===== src/rtl/cpu_pkg.sv =====
// cpu_pkg
//   Types and constants shared by the instruction fetch path.
//   NOP           : canonical RISC-V no-op (addi x0,x0,0) shown when nothing is valid
//   fetch_state_e : fetch control FSM states
//   fetch_entry_t : one prefetch buffer entry {pc, instr}
package cpu_pkg;

  localparam logic [31:0] NOP = 32'h0000_0013;

  typedef enum logic [1:0] {
    IDLE    = 2'd0,
    RUN     = 2'd1,
    DISCARD = 2'd2
  } fetch_state_e;

  typedef struct packed {
    logic [31:0] pc;
    logic [31:0] instr;
  } fetch_entry_t;

endpackage


===== src/rtl/fetch_fifo.sv =====
// fetch_fifo
//   Small prefetch buffer between instruction memory and the IF/ID register.
//   Head entry is visible combinationally so the fetch stage can present it
//   in the same cycle it becomes valid.
// Parameters:
//   DEPTH       : number of entries (power of two: 2 or 4)
// Ports:
//   clk_i       in   clock, rising edge
//   rst_i       in   asynchronous active-low reset
//   clear_i     in   drop all entries (wins over push/pop)
//   push_i      in   write push_data_i at the tail
//   push_data_i in   entry to write
//   pop_i       in   remove the head entry (ignored when empty)
//   head_o      out  current head entry
//   count_o     out  occupancy
//   empty_o     out  occupancy == 0
module fetch_fifo
  import cpu_pkg::*;
#(
  parameter int DEPTH = 2
) (
  input  logic                     clk_i,
  input  logic                     rst_i,
  input  logic                     clear_i,
  input  logic                     push_i,
  input  fetch_entry_t             push_data_i,
  input  logic                     pop_i,
  output fetch_entry_t             head_o,
  output logic [$clog2(DEPTH):0]   count_o,
  output logic                     empty_o
);

  localparam int PTR_W = $clog2(DEPTH);
  localparam int CNT_W = $clog2(DEPTH) + 1;

  fetch_entry_t     mem_q [DEPTH];
  logic [PTR_W-1:0] wr_ptr_q, wr_ptr_d;
  logic [PTR_W-1:0] rd_ptr_q, rd_ptr_d;
  logic [CNT_W-1:0] count_q, count_d;
  logic             pop_ok;

  always_comb begin
    pop_ok   = pop_i && (count_q != '0);
    wr_ptr_d = wr_ptr_q;
    rd_ptr_d = rd_ptr_q;
    count_d  = count_q;
    if (clear_i) begin
      wr_ptr_d = '0;
      rd_ptr_d = '0;
      count_d  = '0;
    end else begin
      // Pointers wrap naturally because DEPTH is a power of two.
      if (push_i) wr_ptr_d = wr_ptr_q + PTR_W'(1);
      if (pop_ok) rd_ptr_d = rd_ptr_q + PTR_W'(1);
      case ({push_i, pop_ok})
        2'b10:   count_d = count_q + CNT_W'(1);
        2'b01:   count_d = count_q - CNT_W'(1);
        default: count_d = count_q;
      endcase
    end
  end

  always_ff @(posedge clk_i or negedge rst_i) begin
    if (!rst_i) begin
      wr_ptr_q <= '0;
      rd_ptr_q <= '0;
      count_q  <= '0;
    end else begin
      wr_ptr_q <= wr_ptr_d;
      rd_ptr_q <= rd_ptr_d;
      count_q  <= count_d;
    end
  end

  // Storage needs no reset: an entry is only ever read after being written.
  always_ff @(posedge clk_i) begin
    if (push_i && !clear_i) mem_q[wr_ptr_q] <= push_data_i;
  end

  assign head_o  = mem_q[rd_ptr_q];
  assign count_o = count_q;
  assign empty_o = (count_q == '0);

endmodule


===== src/rtl/fetch_unit.sv =====
// fetch_unit
//   Instruction fetch stage: issues single-outstanding requests to
//   instruction memory, buffers responses in a small prefetch FIFO and
//   presents them to the IF/ID register. Branch redirects (flush_i) empty the
//   buffer and discard any response still in flight.
//   Optional build macro FETCH_BYPASS_EN: a response arriving while the
//   buffer is empty, unstalled and not flushed goes straight to the outputs
//   in the same cycle instead of being buffered.
// Parameters:
//   RESET_PC      : first fetch address after reset
//   DEPTH         : prefetch buffer entries (2 or 4)
// Ports:
//   clk_i         in   clock, rising edge
//   rst_i         in   asynchronous active-low reset
//   start_i       in   fetch enable (gates new requests only)
//   stall_i       in   output not consumed this cycle
//   flush_i       in   redirect to target_i
//   target_i      in   redirect address (word aligned internally)
//   imem_req_o    out  one-cycle request pulse
//   imem_addr_o   out  request address
//   imem_rvalid_i in   response strobe
//   imem_rdata_i  in   response instruction
//   valid_o       out  instr_o/pc_o carry a real instruction
//   instr_o       out  instruction (NOP when not valid)
//   pc_o          out  address of instr_o (0 when not valid)
module fetch_unit
  import cpu_pkg::*;
#(
  parameter logic [31:0] RESET_PC = 32'h0000_0000,
  parameter int          DEPTH    = 2
) (
  input  logic        clk_i,
  input  logic        rst_i,
  input  logic        start_i,
  input  logic        stall_i,
  input  logic        flush_i,
  input  logic [31:0] target_i,
  output logic        imem_req_o,
  output logic [31:0] imem_addr_o,
  input  logic        imem_rvalid_i,
  input  logic [31:0] imem_rdata_i,
  output logic        valid_o,
  output logic [31:0] instr_o,
  output logic [31:0] pc_o
);

  localparam int CNT_W = $clog2(DEPTH) + 1;

  fetch_state_e     state_q, state_d;
  logic [31:0]      fetch_pc_q, fetch_pc_d;
  logic             outstanding_q, outstanding_d;
  logic [31:0]      req_addr_q, req_addr_d;

  logic             issue;
  logic             accept;
  logic             bypass;
  logic             fifo_push;
  logic             fifo_pop;
  logic             fifo_empty;
  logic [CNT_W-1:0] fifo_count;
  fetch_entry_t     fifo_head;
  fetch_entry_t     push_entry;

  always_comb begin
    // A response only matters if we are waiting for one; strays after a
    // reset are ignored because outstanding_q is clear.
    accept = imem_rvalid_i && outstanding_q;

    issue = (state_q == RUN) && start_i && !outstanding_q && !flush_i &&
            (fifo_count < CNT_W'(DEPTH));

`ifdef FETCH_BYPASS_EN
    bypass = (state_q == RUN) && accept && fifo_empty && !stall_i && !flush_i;
`else
    bypass = 1'b0;
`endif

    fifo_push  = (state_q == RUN) && accept && !flush_i && !bypass;
    fifo_pop   = !fifo_empty && !stall_i && !flush_i;
    push_entry = '{pc: req_addr_q, instr: imem_rdata_i};

    state_d = state_q;
    case (state_q)
      IDLE:    if (start_i) state_d = RUN;
      // Flush with a response still in flight: that response belongs to the
      // old path and must be swallowed when it arrives.
      RUN:     if (flush_i && outstanding_q && !imem_rvalid_i) state_d = DISCARD;
      DISCARD: if (accept) state_d = RUN;
      default: state_d = IDLE;
    endcase

    outstanding_d = outstanding_q;
    if (issue)       outstanding_d = 1'b1;
    else if (accept) outstanding_d = 1'b0;

    req_addr_d = issue ? fetch_pc_q : req_addr_q;

    fetch_pc_d = fetch_pc_q;
    if (flush_i)    fetch_pc_d = target_i & 32'hFFFF_FFFC;
    else if (issue) fetch_pc_d = fetch_pc_q + 32'd4;  // wraps at 2^32
  end

  always_ff @(posedge clk_i or negedge rst_i) begin
    if (!rst_i) begin
      state_q       <= IDLE;
      fetch_pc_q    <= RESET_PC;
      outstanding_q <= 1'b0;
      req_addr_q    <= RESET_PC;
    end else begin
      state_q       <= state_d;
      fetch_pc_q    <= fetch_pc_d;
      outstanding_q <= outstanding_d;
      req_addr_q    <= req_addr_d;
    end
  end

  fetch_fifo #(
    .DEPTH(DEPTH)
  ) u_fifo (
    .clk_i       (clk_i),
    .rst_i       (rst_i),
    .clear_i     (flush_i),
    .push_i      (fifo_push),
    .push_data_i (push_entry),
    .pop_i       (fifo_pop),
    .head_o      (fifo_head),
    .count_o     (fifo_count),
    .empty_o     (fifo_empty)
  );

  always_comb begin
    imem_req_o  = issue;
    imem_addr_o = fetch_pc_q;
    valid_o     = !fifo_empty || bypass;
    instr_o     = NOP;
    pc_o        = 32'h0000_0000;
    if (bypass) begin
      instr_o = imem_rdata_i;
      pc_o    = req_addr_q;
    end else if (!fifo_empty) begin
      instr_o = fifo_head.instr;
      pc_o    = fifo_head.pc;
    end
  end

endmodule

===== config.mk =====
export PLATFORM = sky130hd
export DESIGN_NAME = fetch_unit
export DESIGN_NICKNAME = d
export VERILOG_FILES = /design/src/rtl/cpu_pkg.sv /design/src/rtl/fetch_fifo.sv /design/src/rtl/fetch_unit.sv
export SDC_FILE = /design/constraint.sdc
export NUM_CORES = 1
export LEC_CHECK = 0
export ABC_AREA = 1
export ABC_CLOCK_PERIOD_IN_PS = 4900
export BUFFER_PORTS_ARGS = -buffer_cell sky130_fd_sc_hd__buf_2
export CORE_UTILIZATION = 52
export CTS_BUF_LIST = sky130_fd_sc_hd__clkbuf_8
export DETAILED_ROUTE_END_ITERATION = 6
export PLACE_DENSITY = 0.76
export SYNTH_ARGS = -nofsm -noshare
export SYNTH_HDL_FRONTEND = slang
export SYNTH_SLANG_ARGS = --single-unit

===== constraint.sdc =====
create_clock -name clk_i -period 4.9 [get_ports clk_i]
set_input_delay 0.49 -clock clk_i [delete_from_list [all_inputs] [get_ports clk_i]]
set_output_delay 0.49 -clock clk_i [all_outputs]
set_load 0.03 [all_outputs]

==> metrics.yaml <==
outcome:
  outcome: "finished clean"
sta:
  fmax_mhz: 353
  finalCritPeriodShare_pct: 57.8
  rsz0062_at_grt: "false"
  setup_viol: 0
  setup_tns_ns: 0
  slew_headroom_pct: 25.7
  finalMaxSlewViolations: 0
  fin_worst_skew_ns: 0.0125
  hold_viol_final: 0
  tightest_slew_ns: 1.11
  min_period_ns: 2.83
global_route:
  antenna_found_initial: 0
  grt_overflow: 0
  grt_pass1_wl_um: 27200
  met3_usage_pct: 3.58
  grt_usage_pct: 21.4
  grt_max_degree: 68
  grt_util_met2_pct: 34.1
  gr-max-usage-layer: "met2"
  grt_pass1_vias: 5548
  grt_use_met1_pct: 30.3
placed_design:
  placed_area_sq_um: 9310
  place_congestion: 0.842
  port_buffers: 161
  place_hpwl_um: 11200
final_layout:
  fillers: 1341
  drive_gt1_share_pct: 21.6
  multi_input_area_sq_um: 2540
  nets: 1084
  utilization_pct: 61.4
  fin_area_sq_um: 9730
  diodes: 0
  syn_to_final_growth_pct: 16.2
  area.sequential_sq_um: 5400
route:
  vias_per_cell: 5.02
  ant_nets: 0
  drcViolationCount: 0
  dr.pass1.iters: 5
  drt_iter0_drc: 478
  route.vias.total: 6232
  drt_wl_total_um: 17200
  wl_per_cell_um: 13.9
clocking:
  htreeDepth: 4
  postCtsHoldBufs: 0
  path_clk_slew_ns: 0.09
  insertion_delay_ns: 0.45
  cts_tree: "done"
  clk_path_buf_depth: 2
  post_cts_buffers: 0
  post_cts_resized: 0
  clock_sinks: 191
  numCtsBuffers: 17
  cts_root_buf: "clkbuf_8"
logic_synthesis:
  ys_top_cells_by_area: "edfxtp_1 44%, dfrtp_1 20%, nand2_1 13%"
  synth-seq-cells: 191
  synth-edff-count: 124
  synth_ff_type: "edfxtp_1"
  netlist_area_sq_um: 8370
  synth_warnings: 0
  async_flop_share_pct: 35.1
  synth_top_cell_by_area: "edfxtp_1"
  avgSynthCellArea_sq_um: 9.69
  netlist-cell-type-count: 29
  yosysTopAreaCellShare_pct: 44.5
  synth.most_common_cell: "nand2_1"
  synth_cells: 864
  yosysSeqAreaShare_pct: 64.5
  synth_commonest_cells: "290 x nand2_1, 124 x edfxtp_1, 70 x nor2_1"
floorplanning:
  die-width_um: 129
  floorplan.initialDensity_pct: 52.9
  floorplan.die.height_um: 129
  ios: 168
  rows: 46
  dieArea_sq_um: 16600
  core_sq_um: 15800
power:
  ir_worst_vdd_uv: 224
  leakage_nw: 4.32
  powerDensity_nw_per_um2: 535
hold_path:
  hold_class: "in2async"
setup_path:
  cpPeakStageDelay_ns: 0.72
  critPathMaxFanout: 36
  crit_chain: "nor2_4 > buf_4 > a21oi_1 > buf_2"
  crit_slowest_cell: "nor2_4"
  crit_type: "reg2out"
  cp.required_ns: 4.41
  cp-end-kind: "output pin"
  critPathLaunchType: "flip-flop"
  cp.arrival_ns: 2.34
job:
  maxCapViolations: 0
## logic make-up (layout without fill, tap and decap cells)
family	Yosys count	count (layout)	synth area share, %
flip-flops	191	191	64.5
XOR/XNOR	3	3	0.314
AO/OA/AOI/OAI	98	98	6.01
buffers and inverters	105	264	5.48
other	1	4	0.0448
AND/OR/NAND/NOR	465	465	23.5
adder cells (fa/ha/maj)	1	1	0.149
## path summary, 6_finish.rpt
| path | startpoint | endpoint | slack, ns | cells after the start |
|---|---|---|---|---|
| min | rst_i | imem_addr_o[21]$_DFFE_PN0P_ | 0.21 | 2 |
| min in group clk_i | imem_rdata_i[2] | u_fifo.mem_q[1][2]$_DFFE_PP_ | 0.22 | 1 |
| max in group asynchronous | rst_i | u_fifo.rd_ptr_q$_DFFE_PN0P_ | 4.07 | 2 |
| max reg2reg | state_q[1]$_DFFE_PN0P_ | u_fifo.mem_q[0][24]$_DFFE_PP_ | 2.51 | 6 |
| max | u_fifo.count_o[1]$_DFFE_PN0P_ | instr_o[24] | 2.07 | 4 |
| min reg2reg | req_addr_q[26]$_DFFE_PN0P_ | u_fifo.mem_q[0][58]$_DFFE_PP_ | 0.48 | 0 |
## sequential cells by signal, summed over array words and instances, names as in the netlist
register,flops
imem_addr_o,30
u_fifo.rd_ptr_q,1
u_fifo.count_o,2
req_addr_q,30
outstanding_q,1
u_fifo.mem_q,124
u_fifo.wr_ptr_q,1
state_q,2
## report_power, final
| group | total [mW] | internal (mW) | switching (mW) |
|---|---|---|---|
| Sequential | 2.24 | 2.02 | 0.220 |
| Clock | 1.05 | 0.540 | 0.512 |
| Combinational | 1.91 | 0.496 | 1.41 |
## worst max-delay path: cells and delay by family (launching register included)
kind                   cells  cell delay [ns]
AND/OR/NAND/NOR            1             0.72
buffers and inverters      2             0.63
flip-flops                 1             0.45
AO/OA/AOI/OAI              1             0.09
## layout by cell type (no fill, tap or decap), types with 3 or more instances in the layout
cell type,netlist,final
o211ai_1,3,3
edfxtp_1,124,124
nand3_2,3,3
buf_4,4,7
buf_2,10,161
dfrtp_1,67,66
inv_1,63,65
nor2_2,12,11
a21oi_1,61,61
nor3_1,5,4
inv_4,0,3
nor2_4,4,5
nor2_1,70,70
nand3_1,69,69
xor2_1,3,3
o21ai_0,30,30
nand4_1,3,3
nand3b_1,7,7
nand2_1,290,290
bufinv_16,0,3
conb_1,1,4
clkbuf_8,0,20
## through the flow
stage | std cells | worst slack [ns] | power, mW | hold slack [ns]
finish | 1242 | 2.07 | 5.20 | 0.213
global route | 1242 | 1.90 | 5.52 | 0.198
CTS | 1242 | 2.01 | 5.24 | 0.196
detailed placement | 1210 | 2.20 | 4.19 | 0.460
global placement | 1210 | 2.19 | 4.14 | 0.449
floorplan | 867 | 1.16 | 3.60 | 0.194
## routing by layer
metal,share of wire [%],vias up
met5,0,-
met4,0.96,0
met3,5.7,13
met2,46,189
met1,47,2886
li1,-,3144
## layout make-up
type | count | area share, %
clock buffer | 20 | 2.83
clock inverter | 12 | 1.44
sequential | 191 | 55.5
tap | 216 | 2.78
inverter | 64 | 2.47
timing repair buffer | 168 | 8.83
multi-input combinational | 571 | 26.1
Power figures use the tool's default switching activity.
